**src/rtl/elevator_pkg.sv**
```systemverilog
// Shared definitions for the elevator front-end and controller.
// Latency: n/a (package only).
// Backpressure: n/a.
//
// Contents:
//   DEF_DEBOUNCE_CYCLES - default stable cycles to accept a button level change
//   DEF_CHIME_CYCLES    - default arrival chime length in cycles
//   floor_bits()        - floor index width for a given floor count
package elevator_pkg;

   localparam int DEF_DEBOUNCE_CYCLES = 16;
   localparam int DEF_CHIME_CYCLES    = 8;

   // $clog2 of 1 is 0, which is not a usable vector width, so clamp at 1.
   function automatic int floor_bits(input int n_floors);
      return (n_floors < 2) ? 1 : $clog2(n_floors);
   endfunction

endpackage

```
**src/rtl/elevator_call_panel_if.sv**
```systemverilog
// Bundle of all signals between the button front-end, the buttons/lamps and the controller.
// Latency: n/a (wiring only).
// Backpressure: none; requests are fire-and-forget pulses latched by the controller.
//
// Modports:
//   slave  - the call panel: takes raw buttons and controller state, drives pulses/lamps/arrival
//   master - the environment (controller + physical panel) on the other side
interface elevator_call_panel_if
   import elevator_pkg::*;
#(
   parameter int N_FLOORS = 4,
   parameter int F_BITS   = floor_bits(N_FLOORS)
) ();

   // raw, asynchronous, active-high push-buttons
   logic [N_FLOORS-1:0] raw_up;
   logic [N_FLOORS-1:0] raw_down;
   logic [N_FLOORS-1:0] raw_floor;

   // controller state
   logic [N_FLOORS-1:0] u_buttons;
   logic [N_FLOORS-1:0] d_buttons;
   logic [N_FLOORS-1:0] f_buttons;
   logic [F_BITS-1:0]   cur_floor;
   logic                doors_open;

   // panel outputs
   logic [N_FLOORS-1:0] ext_up;
   logic [N_FLOORS-1:0] ext_down;
   logic [N_FLOORS-1:0] ext_floor;
   logic [N_FLOORS-1:0] lamp_up;
   logic [N_FLOORS-1:0] lamp_down;
   logic [N_FLOORS-1:0] lamp_floor;
   logic                arrive_pulse;
   logic [F_BITS-1:0]   arrive_floor;
   logic                chime;

   modport slave (
      input  raw_up, raw_down, raw_floor,
      input  u_buttons, d_buttons, f_buttons, cur_floor, doors_open,
      output ext_up, ext_down, ext_floor,
      output lamp_up, lamp_down, lamp_floor,
      output arrive_pulse, arrive_floor, chime
   );

   modport master (
      output raw_up, raw_down, raw_floor,
      output u_buttons, d_buttons, f_buttons, cur_floor, doors_open,
      input  ext_up, ext_down, ext_floor,
      input  lamp_up, lamp_down, lamp_floor,
      input  arrive_pulse, arrive_floor, chime
   );

endinterface

```
**src/rtl/button_debounce.sv**
```systemverilog
// One button: 2-flop synchroniser, debounce counter, single-cycle press pulse.
// Latency: raw first sampled at edge 1 -> db at edge DEBOUNCE_CYCLES+2 -> pulse after edge DEBOUNCE_CYCLES+3.
// Backpressure: none; the pulse is dropped when the controller already holds the request (i_held).
//
// Ports:
//   clk, rst_n - clock, asynchronous active-low reset
//   i_raw      - asynchronous raw button level
//   i_held     - controller already latched this request; suppresses the pulse
//   o_pulse    - registered one-cycle pulse on an accepted press
module button_debounce #(
   parameter int DEBOUNCE_CYCLES = 16
) (
   input  logic clk,
   input  logic rst_n,
   input  logic i_raw,
   input  logic i_held,
   output logic o_pulse
);

   localparam int             CW       = $clog2(DEBOUNCE_CYCLES + 1);
   // The flip happens on the edge that would take the count to DEBOUNCE_CYCLES,
   // so the count itself only ever needs to reach DEBOUNCE_CYCLES-1.
   localparam logic [CW-1:0]  CNT_LAST = CW'(DEBOUNCE_CYCLES - 1);

   logic          r_sync1;
   logic          r_sync2;
   logic          r_db;
   logic          r_db_q;
   logic          r_pulse;
   logic [CW-1:0] r_cnt;
   logic          w_rise;

   assign w_rise  = r_db & ~r_db_q;
   assign o_pulse = r_pulse;

   always_ff @(posedge clk or negedge rst_n) begin
      if (!rst_n) begin
         r_sync1 <= 1'b0;
         r_sync2 <= 1'b0;
         r_db    <= 1'b0;
         r_db_q  <= 1'b0;
         r_pulse <= 1'b0;
         r_cnt   <= '0;
      end else begin
         r_sync1 <= i_raw;
         r_sync2 <= r_sync1;

         // Any cycle that agrees with the accepted level restarts the count,
         // so only an uninterrupted run of disagreeing samples flips db.
         if (r_sync2 == r_db) begin
            r_cnt <= '0;
         end else if (r_cnt == CNT_LAST) begin
            r_db  <= ~r_db;
            r_cnt <= '0;
         end else begin
            r_cnt <= r_cnt + 1'b1;
         end

         r_db_q  <= r_db;
         r_pulse <= w_rise & ~i_held;
      end
   end

endmodule

```
**src/rtl/elevator_call_panel.sv**
```systemverilog
// Button front-end for the elevator controller: debounced request pulses, lamps, arrival event and chime.
// Latency: press -> ext_* pulse after edge DEBOUNCE_CYCLES+3; doors_open rise -> arrive_pulse/chime one edge later.
// Backpressure: none; pulses are suppressed while the controller already holds the same request.
//
// Ports:
//   clk, rst_n - clock, asynchronous active-low reset
//   bus        - slave side of elevator_call_panel_if:
//                raw_* buttons in, *_buttons/cur_floor/doors_open from the controller,
//                ext_* pulses, lamp_* drives, arrive_pulse/arrive_floor/chime out
module elevator_call_panel
   import elevator_pkg::*;
#(
   parameter int N_FLOORS        = 4,
   parameter int DEBOUNCE_CYCLES = DEF_DEBOUNCE_CYCLES,
   parameter int CHIME_CYCLES    = DEF_CHIME_CYCLES,
   parameter int F_BITS          = floor_bits(N_FLOORS)
) (
   input  logic                  clk,
   input  logic                  rst_n,
   elevator_call_panel_if.slave  bus
);

   // No UP call from the top floor and no DOWN call from the bottom floor.
   localparam logic [N_FLOORS-1:0] UP_MASK   = {1'b0, {(N_FLOORS-1){1'b1}}};
   localparam logic [N_FLOORS-1:0] DOWN_MASK = {{(N_FLOORS-1){1'b1}}, 1'b0};

   localparam int              CHW        = $clog2(CHIME_CYCLES + 1);
   localparam logic [CHW-1:0]  CHIME_LOAD = CHW'(CHIME_CYCLES);

   logic [N_FLOORS-1:0] w_ext_up;
   logic [N_FLOORS-1:0] w_ext_down;
   logic [N_FLOORS-1:0] w_ext_floor;
   logic                w_unused_raw;

   // ------------------------------------------------------------------
   // Per-button debouncers. Impossible calls get no debouncer at all.
   // ------------------------------------------------------------------
   for (genvar i = 0; i < N_FLOORS; i++) begin : g_btn
      if (i < N_FLOORS - 1) begin : g_up
         button_debounce #(.DEBOUNCE_CYCLES(DEBOUNCE_CYCLES)) u_up (
            .clk     (clk),
            .rst_n   (rst_n),
            .i_raw   (bus.raw_up[i]),
            .i_held  (bus.u_buttons[i]),
            .o_pulse (w_ext_up[i])
         );
      end else begin : g_up_none
         assign w_ext_up[i] = 1'b0;
      end

      if (i > 0) begin : g_down
         button_debounce #(.DEBOUNCE_CYCLES(DEBOUNCE_CYCLES)) u_down (
            .clk     (clk),
            .rst_n   (rst_n),
            .i_raw   (bus.raw_down[i]),
            .i_held  (bus.d_buttons[i]),
            .o_pulse (w_ext_down[i])
         );
      end else begin : g_down_none
         assign w_ext_down[i] = 1'b0;
      end

      button_debounce #(.DEBOUNCE_CYCLES(DEBOUNCE_CYCLES)) u_floor (
         .clk     (clk),
         .rst_n   (rst_n),
         .i_raw   (bus.raw_floor[i]),
         .i_held  (bus.f_buttons[i]),
         .o_pulse (w_ext_floor[i])
      );
   end

   // The raw inputs of the masked calls are deliberately ignored.
   assign w_unused_raw = bus.raw_up[N_FLOORS-1] ^ bus.raw_down[0];

   assign bus.ext_up    = w_ext_up;
   assign bus.ext_down  = w_ext_down;
   assign bus.ext_floor = w_ext_floor;

   // Lamps light in the pulse cycle itself, before the controller has
   // latched the request, and then track the controller's latched state.
   assign bus.lamp_up    = (bus.u_buttons | w_ext_up)    & UP_MASK;
   assign bus.lamp_down  = (bus.d_buttons | w_ext_down)  & DOWN_MASK;
   assign bus.lamp_floor =  bus.f_buttons | w_ext_floor;

   // ------------------------------------------------------------------
   // Arrival detection and chime timer
   // ------------------------------------------------------------------
   logic              r_doors_q;
   logic              r_arrive_pulse;
   logic [F_BITS-1:0] r_arrive_floor;
   logic [CHW-1:0]    r_chime_cnt;
   logic              w_arrive;

   // doors_q resets to 0, so doors already open on the first edge after
   // reset count as a fresh arrival.
   assign w_arrive = bus.doors_open & ~r_doors_q;

   always_ff @(posedge clk or negedge rst_n) begin
      if (!rst_n) begin
         r_doors_q      <= 1'b0;
         r_arrive_pulse <= 1'b0;
         r_arrive_floor <= '0;
         r_chime_cnt    <= '0;
      end else begin
         r_doors_q      <= bus.doors_open;
         r_arrive_pulse <= w_arrive;
         if (w_arrive) begin
            r_arrive_floor <= bus.cur_floor;
            // A new arrival restarts the chime from full length.
            r_chime_cnt    <= CHIME_LOAD;
         end else if (r_chime_cnt != '0) begin
            r_chime_cnt    <= r_chime_cnt - 1'b1;
         end
      end
   end

   assign bus.arrive_pulse = r_arrive_pulse;
   assign bus.arrive_floor = r_arrive_floor;
   assign bus.chime        = (r_chime_cnt != '0);

endmodule

```
**src/flat_wrapper.sv**
```systemverilog
// flat-port wrapper written by rule: the top's interface ports become plain ports
module elevator_call_panel_flat import elevator_pkg::*;
#(
   parameter int N_FLOORS        = 4,
   parameter int DEBOUNCE_CYCLES = DEF_DEBOUNCE_CYCLES,
   parameter int CHIME_CYCLES    = DEF_CHIME_CYCLES,
   parameter int F_BITS          = floor_bits(N_FLOORS)
)
  (clk, rst_n, bus_raw_up, bus_raw_down, bus_raw_floor, bus_u_buttons, bus_d_buttons, bus_f_buttons, bus_cur_floor, bus_doors_open, bus_ext_up, bus_ext_down, bus_ext_floor, bus_lamp_up, bus_lamp_down, bus_lamp_floor, bus_arrive_pulse, bus_arrive_floor, bus_chime);
  elevator_call_panel_if #(.N_FLOORS(N_FLOORS), .F_BITS(F_BITS)) bus_i ();
  input  logic clk;
  input  logic rst_n;
  input wire logic [$bits(bus_i.raw_up)-1:0] bus_raw_up;
  input wire logic [$bits(bus_i.raw_down)-1:0] bus_raw_down;
  input wire logic [$bits(bus_i.raw_floor)-1:0] bus_raw_floor;
  input wire logic [$bits(bus_i.u_buttons)-1:0] bus_u_buttons;
  input wire logic [$bits(bus_i.d_buttons)-1:0] bus_d_buttons;
  input wire logic [$bits(bus_i.f_buttons)-1:0] bus_f_buttons;
  input wire logic [$bits(bus_i.cur_floor)-1:0] bus_cur_floor;
  input wire logic [$bits(bus_i.doors_open)-1:0] bus_doors_open;
  output wire logic [$bits(bus_i.ext_up)-1:0] bus_ext_up;
  output wire logic [$bits(bus_i.ext_down)-1:0] bus_ext_down;
  output wire logic [$bits(bus_i.ext_floor)-1:0] bus_ext_floor;
  output wire logic [$bits(bus_i.lamp_up)-1:0] bus_lamp_up;
  output wire logic [$bits(bus_i.lamp_down)-1:0] bus_lamp_down;
  output wire logic [$bits(bus_i.lamp_floor)-1:0] bus_lamp_floor;
  output wire logic [$bits(bus_i.arrive_pulse)-1:0] bus_arrive_pulse;
  output wire logic [$bits(bus_i.arrive_floor)-1:0] bus_arrive_floor;
  output wire logic [$bits(bus_i.chime)-1:0] bus_chime;
  assign bus_i.raw_up = bus_raw_up;
  assign bus_i.raw_down = bus_raw_down;
  assign bus_i.raw_floor = bus_raw_floor;
  assign bus_i.u_buttons = bus_u_buttons;
  assign bus_i.d_buttons = bus_d_buttons;
  assign bus_i.f_buttons = bus_f_buttons;
  assign bus_i.cur_floor = bus_cur_floor;
  assign bus_i.doors_open = bus_doors_open;
  assign bus_ext_up = bus_i.ext_up;
  assign bus_ext_down = bus_i.ext_down;
  assign bus_ext_floor = bus_i.ext_floor;
  assign bus_lamp_up = bus_i.lamp_up;
  assign bus_lamp_down = bus_i.lamp_down;
  assign bus_lamp_floor = bus_i.lamp_floor;
  assign bus_arrive_pulse = bus_i.arrive_pulse;
  assign bus_arrive_floor = bus_i.arrive_floor;
  assign bus_chime = bus_i.chime;
  elevator_call_panel #(.N_FLOORS(N_FLOORS), .DEBOUNCE_CYCLES(DEBOUNCE_CYCLES), .CHIME_CYCLES(CHIME_CYCLES), .F_BITS(F_BITS)) u_core (.clk(clk), .rst_n(rst_n), .bus(bus_i));
endmodule
```
**config.mk**
```make
export PLATFORM = sky130hd
export DESIGN_NAME = elevator_call_panel_flat
export DESIGN_NICKNAME = d
export VERILOG_FILES = /design/src/rtl/elevator_pkg.sv /design/src/rtl/elevator_call_panel_if.sv /design/src/rtl/button_debounce.sv /design/src/rtl/elevator_call_panel.sv /design/src/flat_wrapper.sv
export SDC_FILE = /design/constraint.sdc
export NUM_CORES = 1
export LEC_CHECK = 0
export ABC_AREA = 1
export ABC_CLOCK_PERIOD_IN_PS = 1850
export CAP_MARGIN = 20
export CORE_MARGIN = 2
export CORE_UTILIZATION = 34
export CTS_CLUSTER_SIZE = 28
export DETAILED_ROUTE_END_ITERATION = 6
export SLEW_MARGIN = 10
export SYNTH_ARGS = -nofsm -noshare
export SYNTH_HDL_FRONTEND = slang
export SYNTH_SLANG_ARGS = --single-unit
export TNS_END_PERCENT = 1
```
**constraint.sdc**
```tcl
create_clock -name clk -period 1.85 [get_ports clk]
set_input_delay 0.555 -clock clk [delete_from_list [all_inputs] [get_ports clk]]
set_output_delay 0.555 -clock clk [all_outputs]
set_load 0.005 [all_outputs]
```
# After elaboration in Yosys (flattened, before gate mapping)
# Index checks and enable logic that the tools add are counted.
# classes
n_addsub,11
eq_ne,20
muxes,22
n_bitwise,65
reduce_logical,12
# ops
operator,count
$mux W5,20
$add A5 B1 Y5 const B,10
$eq A5 B4 Y1 const B,10
$not A1 Y1,41
$and A1 B1 Y1,21
$reduce_and A2 Y1,10
$eq A1 B1 Y1,10
$mux W4,2
$or A4 B4 Y4,2
$reduce_bool A4 Y1,1
$sub A4 B1 Y4 const B,1
$or A3 B3 Y3,1
$reduce_bool A2 Y1,1
# totals
reg_bits,108
in_bits,29
output_inout_bits,28
wordCells,194

# Depth between registers and ports, before layout
# depth
depth_word,3
mapped_depth,6
mapped_depth_nobuf,6

# Modules after synthesis
# From an unflattened synthesis, not the netlist that was laid out.
# hier_totals
cells_unflattened,445
area_unflattened_um2,4276.6
# modules_own_cells
mod,instances,cells_per_inst,area_per_inst_um2,seq_area_each_um2
button_debounce,10,39,381.6,250.2
elevator_call_panel,1,55,460.4,200.2

# Worst setup path before layout
# No wires, ideal clock.
# synth_path
kind,input to output
start,in bus_f_buttons[0]
end,out bus_lamp_floor[0]
arrival_time_ns,0.839
setup_slack_ns,0.456
stages,1
path_cell_list,or2_2
# synth_via
elab_chain_len,1
# synth_rtl
element,line,source
start: declaration,flat_wrapper.sv:18,input wire logic [$bits(bus_i.f_buttons)-1:0] bus_f_buttons;
$or A4 B4 Y4,elevator_call_panel.sv:83,assign bus.lamp_floor = bus.f_buttons | w_ext_floor;
end: declaration,flat_wrapper.sv:26,output wire logic [$bits(bus_i.lamp_floor)-1:0] bus_lamp_floor;
# Every way passes these cells.

# Worst setup path after layout
# layout_path
start,"reg u_core.r_arrive_floor[0], in the netlist u_core.bus.arrive_floor[0]"
end,out bus_arrive_floor[0]
# layout_lines
element,line,source
start: declaration,elevator_call_panel.sv:90,logic [F_BITS-1:0] r_arrive_floor;
start signal: assignment,elevator_call_panel.sv:108,r_arrive_floor <= bus.cur_floor;
end: declaration,flat_wrapper.sv:28,output wire logic [$bits(bus_i.arrive_floor)-1:0] bus_arrive_floor;
# No word-level cell between the ends.

==> qor.yml <==
clock_network:
  number_of_sinks_on_the_clock_net: 108
  clock_tree.buffer_depth: 2
  clock_latency_ps: 350
  cts.hold.buffers_added: 0
  worst_setup_hold_path_clk_slew_ps: 60
  htreeDepth: 3
  clock_tree_root: "sky130_fd_sc_hd__clkbuf_16"
  tritoncts: "done"
  cts-buffers-inserted: 9
power:
  total_power_mw: 4.85
  leakagePower_nw: 2.63
  irDropWorstVdd_mv: 0.469
  power_density_nw_per_um2: 927
sta:
  timing.hold.ws_ps: 186
  finalHoldViolations: 0
  finalSetupTns_ps: 0
  setup_viol: 0
  final-max-slew-violation-count: 0
  finalCritPeriodShare_pct: 96.1
  fin_skew_ps: 5.58
  maxClockFrequency_ghz: 0.563
  rsz0062_at_grt: "yes"
  finalCriticalPeriod_ps: 1780
  layout_setup_ws_ps: 72.8
cells_and_area:
  antenna_cells: 0
  post_route_cells_drive_above_1_share_pct: 9.90
  total_of_fill_cells_in_the_finished_design: 1243
  syn_to_layout_area_delta_pct: 20.4
  final_nets: 550
run_status:
  run_status: "finished clean"
min_path:
  min_path_type: "input pin to async pin"
worst_setup_path:
  first_element_of_the_critical_path: "u_core.bus.arrive_floor[0]"
  worst-r2r-cell-count: 6
  path_buf_inv: 1
  class_of_the_most_critical_setup_path: "flip-flop to primary output"
  critPathMaxStageDelay_ps: 520
  crit_path_end_kind: "primary output"
  critPathRequiredTime_ps: 1290
  critPathLaunchType: "flip-flop"
  crit_arrival_ps: 1220
  cp_num_cells: 1
  ff2ff_setup_slack_ps: 800
  regToRegEndpoint: "u_core.r_chime_cnt[2]"
  path_max_fanout: 2
  worst_path_max_delay_cell: "sky130_fd_sc_hd__clkdlybuf4s50_1"
  worstSetupEndpoint: "bus_arrive_floor[0]"
  path_cells: "clkdlybuf4s50_1"
  regToRegStartpoint: "u_core.r_chime_cnt[1]"
  worst_path_dominant_cell_family: "buffers and inverters"
flow_run:
  cap_viol_max_count: 0
placed_design:
  dp_slack_ps: -436
  count_of_input_and_output_buffers: 48
  detailedPlacementHpwl_mm: 4.90
  gp_congestion: 0.754
die:
  fp.coreArea_um2: 12600
  horizontal_die_dimension_um: 117
  std_cell_rows: 41
  die_area_um2: 13700
  floorplan.io_pins: 57
  chipHeight_um: 117
  effective_utilization_at_floorplan_pct: 34.6
detailed_routing:
  drt_drc_violations_left: 0
  antenna_left: 0
  dr.first_iter.drc_count: 130
  detailroute.via_count: 2925
  routed_wirelength_mm: 6.67
  drt-vias-per-instance: 4.26
  routed_wire_length_per_instance_um: 9.70
  drtPass1Iterations: 4
logic_synthesis:
  yosys_cell_types: 18
  synthesis.yosys.warnings: 0
  share_of_synthesized_area_occupied_by_flip_flops_and_latches_pct: 62.2
  post_synth_instance_area_um2: 4340
  synth.ff_latch_count: 108
  postSynthAreaPerCell_um2: 9.57
  synth_cells: 454
global_routing:
  antenna_found_initial: 0
  global_route_wire_length_before_repair_mm: 11.9
  vias_in_the_first_global_route: 2847
  grt_util_all_layers_pct: 11.2
  grt_max_degree: 46
  global_route.overflow_total: 0
## sequential cells by signal, summed over array words and instances, names as in the netlist, 4 cells and up
signal / count
u_core.g_btn.g_up.u_up.r_cnt: 15
u_core.r_chime_cnt: 4
u_core.g_btn.u_floor.r_sync1: 4
u_core.g_btn.u_floor.r_cnt: 20
u_core.g_btn.u_floor.r_db: 4
u_core.g_btn.u_floor.r_db_q: 4
u_core.g_btn.u_floor.r_sync2: 4
u_core.g_btn.u_floor.o_pulse: 4
u_core.g_btn.g_down.u_down.r_cnt: 15
## how the worst min path moves through the flow
stage / startpoint / to / slack (ps) / cells past startpoint
after CTS: rst_n / u_core.g_btn[0].g_up.u_up.r_sync2 / 180 / 2
final: rst_n / u_core.g_btn[0].g_up.u_up.r_cnt[4] / 190 / 2
after floorplan: rst_n / u_core.bus.arrive_floor[0] / 260 / 0
after global placement: u_core.g_btn[2].g_down.u_down.r_sync1 / u_core.g_btn[2].g_down.u_down.r_sync2 / 330 / 0
after detailed placement: u_core.g_btn[1].g_down.u_down.r_sync1 / u_core.g_btn[1].g_down.u_down.r_sync2 / 330 / 0
after global routing: rst_n / u_core.g_btn[0].g_up.u_up.r_cnt[4] / 190 / 2
## synth_stat cells
cell / number / share of area, %
sky130_fd_sc_hd__dfrtp_1: 108 / 62
sky130_fd_sc_hd__nand3b_1: 1 / 0.17
sky130_fd_sc_hd__nand4_1: 23 / 3.3
sky130_fd_sc_hd__inv_1: 65 / 5.6
sky130_fd_sc_hd__ha_1: 11 / 3.2
sky130_fd_sc_hd__nand3_1: 22 / 2.5
sky130_fd_sc_hd__nor2_1: 61 / 5.3
sky130_fd_sc_hd__or2_2: 10 / 1.4
sky130_fd_sc_hd__inv_2: 2 / 0.17
sky130_fd_sc_hd__a21oi_2: 1 / 0.20
sky130_fd_sc_hd__conb_1: 1 / 0.086
sky130_fd_sc_hd__nand3_2: 1 / 0.23
sky130_fd_sc_hd__nor3_1: 10 / 1.2
sky130_fd_sc_hd__xnor2_1: 10 / 2.0
sky130_fd_sc_hd__nand2_1: 112 / 9.7
sky130_fd_sc_hd__nand2_2: 1 / 0.14
sky130_fd_sc_hd__nor2_2: 1 / 0.14
sky130_fd_sc_hd__buf_4: 14 / 2.4
## placed cells by master (no fill, tap or decap), types with 5 or more instances in the layout
cell	count
sky130_fd_sc_hd__buf_2	6
sky130_fd_sc_hd__nor2_1	61
sky130_fd_sc_hd__nand2_1	112
sky130_fd_sc_hd__nand4_1	23
sky130_fd_sc_hd__xnor2_1	10
sky130_fd_sc_hd__dfrtp_1	108
sky130_fd_sc_hd__or2_2	10
sky130_fd_sc_hd__nand3_1	22
sky130_fd_sc_hd__inv_1	63
sky130_fd_sc_hd__clkbuf_2	5
sky130_fd_sc_hd__clkdlybuf4s50_1	26
sky130_fd_sc_hd__buf_4	8
sky130_fd_sc_hd__nor3_1	10
sky130_fd_sc_hd__clkbuf_16	9
sky130_fd_sc_hd__ha_1	10
sky130_fd_sc_hd__dlygate4sd2_1	9
## routing by layer
layer / vias up / global-route usage, % / part of all wire, % / wire length [um]
met1: 1370 / 12.4 / 45 / 3000
met5: - / 0 / 0 / 0
met4: 0 / 4.24 / 1.7 / 113
li1: 1500 / - / - / -
met2: 47 / 19.1 / 48 / 3180
met3: 8 / 5.05 / 5.7 / 378
## stage by stage
stage | cell area [um2] | util [%] | cells
after global placement | 5010 | 39.9 | 671
final | 5230 | 41.6 | 687
after floorplan | 4350 | - | 457
after detailed placement | 5010 | 39.9 | 671
after global routing | 5230 | 41.6 | 687
after CTS | 5250 | 41.7 | 687
## cell type report
| class | count | area (um2) | share of cell area, % |
|---|---|---|---|
| Inverter | 67 | 251 | 4.81 |
| Tap cell | 172 | 215 | 4.12 |
| Clock inverter | 3 | 23.8 | 0.455 |
| Clock buffer | 13 | 240 | 4.60 |
| Timing Repair Buffer | 56 | 487 | 9.31 |
| Sequential cell | 108 | 2700 | 51.7 |
| Multi-Input combinational cell | 268 | 1310 | 25.0 |
## power by group
part | internal [mW] | switching, mW | total (mW) | leakage, nW
Clock | 0.917 | 0.811 | 1.73 | 0.120
Combinational | 0.240 | 0.286 | 0.526 | 1.09
Sequential | 2.49 | 0.107 | 2.59 | 1.42
## cell families (layout without fill, tap and decap cells)
group | Yosys count | count (layout) | share of synthesized area, %
and+or+nand+nor | 242 | 242 | 24.1
DFF | 108 | 108 | 62.2
buffers and inverters | 81 | 139 | 8.21
adders and majority gates | 11 | 11 | 3.17
xor gates and xnor gates | 10 | 10 | 2.02
other | 1 | 4 | 0.0863
AOI/OAI and AO/OA | 1 | 1 | 0.202
## repair_timing
item,CTS,global route
pin swaps,1,0
resized for setup,43,10
endpoints found under the setup margin,11,7
setup buffers,0,0
(Power assumes the default switching activity.)
